**config.mk**
```make
export PLATFORM = sky130hd
export DESIGN_NAME = can_crc_sched
export DESIGN_NICKNAME = d
export VERILOG_FILES = /design/src/rtl/can_crc_sched_pkg.sv /design/src/rtl/can_crc15_core.sv /design/src/rtl/can_crc_sched.sv
export SDC_FILE = /design/constraint.sdc
export NUM_CORES = 1
export LEC_CHECK = 0
export ABC_AREA = 1
export CORE_MARGIN = 4
export CORE_UTILIZATION = 55
export CTS_CLUSTER_DIAMETER = 100
export CTS_CLUSTER_SIZE = 14
export DETAILED_ROUTE_END_ITERATION = 10
export PLACE_DENSITY = 0.84
export SYNTH_ARGS = -nofsm -noshare
export SYNTH_HDL_FRONTEND = slang
export SYNTH_SLANG_ARGS = --single-unit
export TNS_END_PERCENT = 1
```
**constraint.sdc**
```tcl
create_clock -name clock -period 4.5 [get_ports clock]
set_clock_uncertainty 0.1 [all_clocks]
set_input_delay 0.9 -clock clock [delete_from_list [all_inputs] [get_ports clock]]
set_output_delay 0.9 -clock clock [all_outputs]
set_load 0.02 [all_outputs]
```
**src/rtl/can_crc_sched_pkg.sv**
```systemverilog
// Shared definitions for the CAN CRC-15 scheduler: CRC width and polynomial,
// and the scheduler FSM state encoding.
package can_crc_sched_pkg;

   localparam int CRC_W = 15;
   localparam logic [CRC_W-1:0] CRC_POLY = 15'h4599;

   typedef enum logic [1:0] {
      IDLE = 2'd0,
      RUN  = 2'd1,
      DONE = 2'd2
   } state_t;

endpackage

```
**src/rtl/can_crc15_core.sv**
```systemverilog
// CAN CRC-15 serial LFSR. Clear has priority over enable; one bit per enabled cycle.
module can_crc15_core
   import can_crc_sched_pkg::*;
(
   input  logic             clock,
   input  logic             reset_n,
   input  logic             clear,
   input  logic             enable,
   input  logic             bit_in,
   output logic [CRC_W-1:0] crc
);

   logic nxt;

   assign nxt = bit_in ^ crc[CRC_W-1];

   // Shift register: clear at job start, otherwise shift in one bit per accepted bit.
   // NOTE: sequential state uses non-blocking (<=) so every flop samples pre-edge values.
   always_ff @(posedge clock or negedge reset_n) begin
      if (!reset_n) begin
         crc <= '0;
      end else if (clear) begin
         crc <= '0;
      end else if (enable) begin
         crc <= {crc[CRC_W-2:0], 1'b0} ^ (nxt ? CRC_POLY : '0);
      end
   end

endmodule

```
**src/rtl/can_crc_sched.sv**
```systemverilog
// Two-requester round-robin scheduler feeding a shared CAN CRC-15 engine.
// Optional stall watchdog enabled by defining CAN_CRC_TIMEOUT_EN.
module can_crc_sched
   import can_crc_sched_pkg::*;
#(
   parameter int LEN_W       = 7,
   parameter int TIMEOUT_CYC = 255
) (
   input  logic               clock,
   input  logic               reset_n,
   input  logic [1:0]         req,
   input  logic [2*LEN_W-1:0] req_len,
   input  logic [1:0]         bit_valid,
   input  logic [1:0]         bit_data,
   output logic [1:0]         gnt,
   output logic [1:0]         bit_ready,
   output logic               busy,
   output logic               done,
   output logic               done_id,
   output logic [CRC_W-1:0]   crc,
   output logic               crc_zero
`ifdef CAN_CRC_TIMEOUT_EN
   ,
   output logic               timeout
`endif
);

   if (TIMEOUT_CYC < 1) begin : g_timeout_range
      $error("TIMEOUT_CYC must be at least 1");
   end

   state_t             state, state_n;
   logic               owner;
   logic               rr_ptr;
   logic               win;
   logic [LEN_W-1:0]   win_len;
   logic [LEN_W-1:0]   cnt;
   logic               grant;
   logic               accept;
   logic               abort;
   logic [CRC_W-1:0]   core_crc;
   logic [CRC_W-1:0]   crc_q;
   logic               crc_zero_q;
   logic               stall_fire;

   // Round-robin winner: the pointed-to requester if it asks, else the other one.
   assign win     = req[rr_ptr] ? rr_ptr : ~rr_ptr;
   assign win_len = win ? req_len[2*LEN_W-1:LEN_W] : req_len[LEN_W-1:0];

`ifdef CAN_CRC_TIMEOUT_EN
   localparam int STALL_W = $clog2(TIMEOUT_CYC + 1);
   logic [STALL_W-1:0] stall_q;

   // Consecutive-stall counter; restarts on each grant and each accepted bit.
   always_ff @(posedge clock or negedge reset_n) begin
      if (!reset_n) begin
         stall_q <= '0;
      end else if (grant || accept) begin
         stall_q <= '0;
      end else if (state == RUN && !stall_fire) begin
         stall_q <= stall_q + 1'b1;
      end
   end

   assign timeout = stall_fire;
`endif

   // Next-state decode; a zero-length job (cnt == 0 in RUN) accepts no bits and finishes.
   // NOTE: every always_comb output gets a default first, so no path can infer a latch.
   always_comb begin
      state_n    = state;
      grant      = 1'b0;
      accept     = 1'b0;
      abort      = 1'b0;
      stall_fire = 1'b0;
      unique case (state)
         IDLE: begin
            if (|req) begin
               grant   = 1'b1;
               state_n = RUN;
            end
         end
         RUN: begin
            if (!req[owner]) begin
               abort   = 1'b1;
               state_n = IDLE;
            end else if (cnt == '0) begin
               state_n = DONE;
            end else if (bit_valid[owner]) begin
               accept = 1'b1;
               if (cnt == LEN_W'(1)) state_n = DONE;
            end
`ifdef CAN_CRC_TIMEOUT_EN
            else if (stall_q == STALL_W'(TIMEOUT_CYC - 1)) begin
               abort      = 1'b1;
               stall_fire = 1'b1;
               state_n    = IDLE;
            end
`endif
         end
         DONE:    state_n = IDLE;
         default: state_n = IDLE;
      endcase
   end

   // State, grant, owner, bit counter and round-robin pointer.
   always_ff @(posedge clock or negedge reset_n) begin
      if (!reset_n) begin
         state  <= IDLE;
         gnt    <= 2'b00;
         owner  <= 1'b0;
         rr_ptr <= 1'b0;
         cnt    <= '0;
      end else begin
         state <= state_n;
         if (state_n == RUN) begin
            gnt <= (grant ? win : owner) ? 2'b10 : 2'b01;
         end else begin
            gnt <= 2'b00;
         end
         if (grant) begin
            owner <= win;
            cnt   <= win_len;
         end else if (accept) begin
            cnt <= cnt - 1'b1;
         end
         if (abort || state == DONE) begin
            rr_ptr <= ~owner;
         end
      end
   end

   // Result holding registers: capture the engine output when a job completes.
   always_ff @(posedge clock or negedge reset_n) begin
      if (!reset_n) begin
         crc_q      <= '0;
         crc_zero_q <= 1'b0;
      end else if (state == DONE) begin
         crc_q      <= core_crc;
         crc_zero_q <= (core_crc == '0);
      end
   end

   can_crc15_core u_core (
      .clock   (clock),
      .reset_n (reset_n),
      .clear   (grant),
      .enable  (accept),
      .bit_in  (bit_data[owner]),
      .crc     (core_crc)
   );

   assign busy      = (state == RUN) || (state == DONE);
   assign done      = (state == DONE);
   assign done_id   = done & owner;
   assign bit_ready = {accept & owner, accept & ~owner};
   // During DONE the result is shown straight from the engine; afterwards it is held.
   assign crc       = done ? core_crc : crc_q;
   assign crc_zero  = done ? (core_crc == '0) : crc_zero_q;

endmodule

```
* Yosys cells after proc, flatten, opt, wreduce, memory -nomap -nowiden
Index checks and enable logic that the tools add are counted.
** Operators by class
- $add $sub $neg :: 1
- $mul :: 0
- Divide/modulo/power cells :: 0
- $lt $le $gt $ge :: 2
- Equality and inequality tests :: 4
- Shift-type cells :: 0
- Muxes and demuxes :: 34
- Bitwise operators :: 7
- Reduce and logical (&&, ||, !) cells :: 7
** Operators with widths (count)
- 15-bit two-way mux :: 4
- 7-bit two-way mux :: 3
- 1-bit two-way mux :: 19
- 15-bit logical NOT :: 1
- 15-bit XOR :: 1
- 2-bit two-way mux :: 7
- 7-bit by 1-bit == test with 1-bit output, second input constant :: 1
- 7-bit logical NOT :: 1
- 7-bit by 1-bit subtractor with 7-bit output, second input constant :: 1
- 2-bit by 1-bit == test with 1-bit output, second input constant :: 2
- 1-bit by 2-bit < comparator with 1-bit output, second input constant :: 2
- 2-bit case mux with 2 select lines :: 1
- 1-bit bitwise AND :: 3
- 2-bit == test, second input constant :: 1
- 2-bit logical NOT :: 1
- 1-bit logical OR :: 2
- 1-bit inverter :: 2
- 2-bit nonzero test :: 1
- 2-bit OR reduction :: 1
- 1-bit XOR :: 1
** Storage, ports and cells
- Flip-flop bits (word level) :: 44
- Bits in latches :: 0
- Bits in writable memories :: 0
- ROM bits :: 0
- Input bits :: 22
- Output and inout bits :: 23
- Memories :: 0

* Depth between registers and ports, before layout
- Depth after elaboration :: 8
- Depth in mapped cells :: 10
- Depth with buffers taken out :: 10

* By module
Synthesis repeated with hierarchy kept, for this count alone.
** Second synthesis, totals
- Cell total of the unflattened synthesis :: 302
- Area, all modules :: 2423.6 um^2
** By module, submodules not included
- can_crc_sched :: times used 1, cells each 224, area each 1721.7 um^2, seq. area each 725.7 um^2
- can_crc15_core :: times used 1, cells each 78, area each 701.9 um^2, seq. area each 375.4 um^2

* Least setup slack after synthesis
OpenSTA, ideal clock, no wires.
- Path type :: register -> output
- Start :: register state[0]
- End :: output crc_zero
- Arrival :: 1.678 ns
- Data required time :: 3.500 ns
- Slack :: 1.822 ns
- Cell stages (with the launch flop) :: 7
- Path through :: dfrtp_1 > inv_1 > ha_1 > inv_1 > nor4_1 > nand3_1 > o21ai_0
** On the way
- Word-level cells in the longest chain between the ends :: 2
** RTL lines
- start, declared :: line can_crc_sched.sv:32 : state_t state, state_n;
- start signal, assigned :: line can_crc_sched.sv:115 : state <= state_n;
- 2-bit == test :: line can_crc_sched.sv:154 : assign done = (state == DONE);
- net done :: line can_crc_sched.sv:18 : output logic done,
- 1-bit two-way mux
- end, declared :: line can_crc_sched.sv:21 : output logic crc_zero
The timed path passes the listed nets, and every way through them passes these cells.

* Final worst setup path
- Start :: register state[0]
- End :: output crc_zero
** On the way
- Word-level cells in the longest chain between the ends :: 2
** RTL lines (line)
- 2-bit == test :: can_crc_sched.sv:154
- 1-bit two-way mux
No other way between the ends.

==> flow_summary.toml <==
[route]
met2_length_um = 2390
wl_um = 4610
highest_layer = "met4"
drc = 0
wl_met3_um = 219
wl_met1_um = 1950
ant_nets = 0
vias = 1875
viasPerCell = 5.00
first_pass_iters = 4
wl_per_cell_um = 12.3
first_iter_violations = 83

[clocking]
clock_latency_ps = 300
htree_levels = 2
post_cts_resized = 0
cts.sinks = 44
cts_max_path_buffers = 2
clkTransAtPathRegs_ps = 90
cts_buffers = 5
clock-root-buffer = "clkbuf_8"
hold_buffers = 0
cts_tree = "yes"
cts_setup_buffers = 0

[critical_path]
worst-path-buf-inv = 3
crit_top_cell = "inv_1"
crit_chain = "inv_1, ha_1, inv_1, nor4_1, nand3_1, o21ai_0, clkdlybuf4s50_1"
reg2reg_depth = 6
critPathMaxFanout = 32
critPathKind = "reg2out"
cp_slowest_stage_delay_ps = 650
cp.required_ps = 3500
slowest_stage = "clkdlybuf4s50_1"
startpoint = "state[0]"
cp.depth = 7
critPathCaptureType = "output port"
startpoint_type = "flop"
cp_top_family = "buffers and inverters"
crit_arrival_ps = 2670
worstReg2RegStart = "state[0]"

[sta]
fin_crit_ps = 3670
finalCritPeriodShare = 0.817
finalHoldViolCount = 0
maxSlewViolCount = 0
slew_headroom = 0.363
tightest_slew_ps = 955
finalSetupTns_ps = 0
rsz0062_at_grt = "no"
setup_viol = 0
fmax_mhz = 272

[logic_synthesis]
yosys-top-cells-area = "dfrtp_1 48%, nand2_1 13%, inv_1 6.7%"
ys_ff_latch = 44
synth_area_um2 = 2300
syn_nets = 309
synth_top_cell_by_area = "dfrtp_1"
avgSynthCellArea_um2 = 8.18
synth_warnings = 0
synthCells = 281
yosysTopAreaCellShare = 0.479
ys_types = 27
yosysSeqAreaShare = 0.479

[global_routing]
grt_max_degree = 45
gr-usage-all-layers = 0.197
antenna_found_initial = 0
grt_pass1_vias = 1904
grt_overflow = 0
grt_pass1_wl_um = 8210

[floorplan]
die_h_um = 72.6
core_um2 = 4030
io_pins = 45
num_rows = 23
initial_utilization = 0.570
die_x_um = 72.6
fp.dieArea_um2 = 5270

[run]
drv_cap = 0

[finish]
mostFrequentLayoutCells = "79 x nand2_1, 44 x dfrtp_1, 43 x clkdlybuf4s50_1, 41 x inv_1, 29 x o21ai_0"
utilization = 0.708
num_antenna_cells = 0
layout.cell_area.non_filler_um2 = 2850
layout_commonest_cell = "nand2_1"
multi_input_area_um2 = 981
areaGrowthSynthToFinish_pct = 24.2
drive_above_1_share = 0.0862
layout.nets = 352
fillCellCount = 339
seq_area_um2 = 1100

[outcome]
status = "finished, final reports clean"

[worst_hold_path]
min_path_type = "reg2reg"
holdCritStartpoint = "u_core.crc[12]"
hold_depth = 2

[pwr]
irDropWorstVdd_v = 0.000380
p_leak_nw = 1.41
powerDensity_nw_per_um2 = 618
power.total_w = 0.00176

[place]
dpl_cell_area_um2 = 2740
dpl.hpwl_um = 3390
io_buffer_count = 44
gp_congestion = 0.826
## per-layer routing
layer	vias to the layer above	global-route usage
li1	972	-
met4	0	0.0553
met1	856	0.227
met2	41	0.363
met3	6	0.0441
met5	-	0
## cell families after synthesis
logic type,count (synthesis),synth area share
simple gates,114,0.220
flops,44,0.479
fa+ha+maj,6,0.0327
buf+inv,51,0.0937
xor+xnor,7,0.0267
compound gates,59,0.148
## final cells by class
type | count | share of cell area
Tap cell | 50 | 0.0219
Clock inverter | 3 | 0.0149
Sequential cell | 44 | 0.386
Clock buffer | 5 | 0.0241
Inverter | 43 | 0.0566
Multi-Input combinational cell | 186 | 0.344
Timing Repair Buffer | 44 | 0.153
## where the power goes
part           switching [W]  internal (W)
clock network       0.000136      0.000164
logic               0.000543      0.000324
registers          0.0000804      0.000516
## through the flow
stage / hold slack [ps] / setup WS [ps] / instances
floorplan: 355 / 1820 / 281
global placement: 362 / 886 / 367
detailed placement: 381 / 825 / 367
CTS: 395 / 776 / 375
global route: 404 / 588 / 375
finish: 390 / 826 / 375
## registers in the layout (all words and copies together) (netlist names)
register	count
crc_zero_q	1
rr_ptr	1
state	2
owner	1
u_core.crc	15
crc_q	15
cnt	7
gnt	2
## cells in the mapped netlist, drive strengths merged
cell	number
buf	4
ha	6
xor2	7
nor2	16
dfrtp	44
nand4	3
clkbuf	4
a21o	1
nand3	9
o21ai	48
a21oi	8
o21bai	1
nor4	3
a21boi	1
nand2	82
inv	43
nor3	1
## worst reg2reg max path, cell delays in order, from the launching register on
cell	delay [ps]
dfrtp_1	390
inv_1	100
ha_1	240
inv_1	370
nor4_1	300
nand3_1	100
o21ai_0	230
## final timing paths
kind                                  end  slack, ps
setup / recovery                 crc_zero        830
hold / removal             u_core.crc[13]        390
setup reg to reg               crc_zero_q       2580
hold reg to reg            u_core.crc[13]        390
max in group asynchronous        crc_q[2]       3060
min in group asynchronous        crc_q[9]        650
Note: power is estimated with default switching activity, not from simulation.
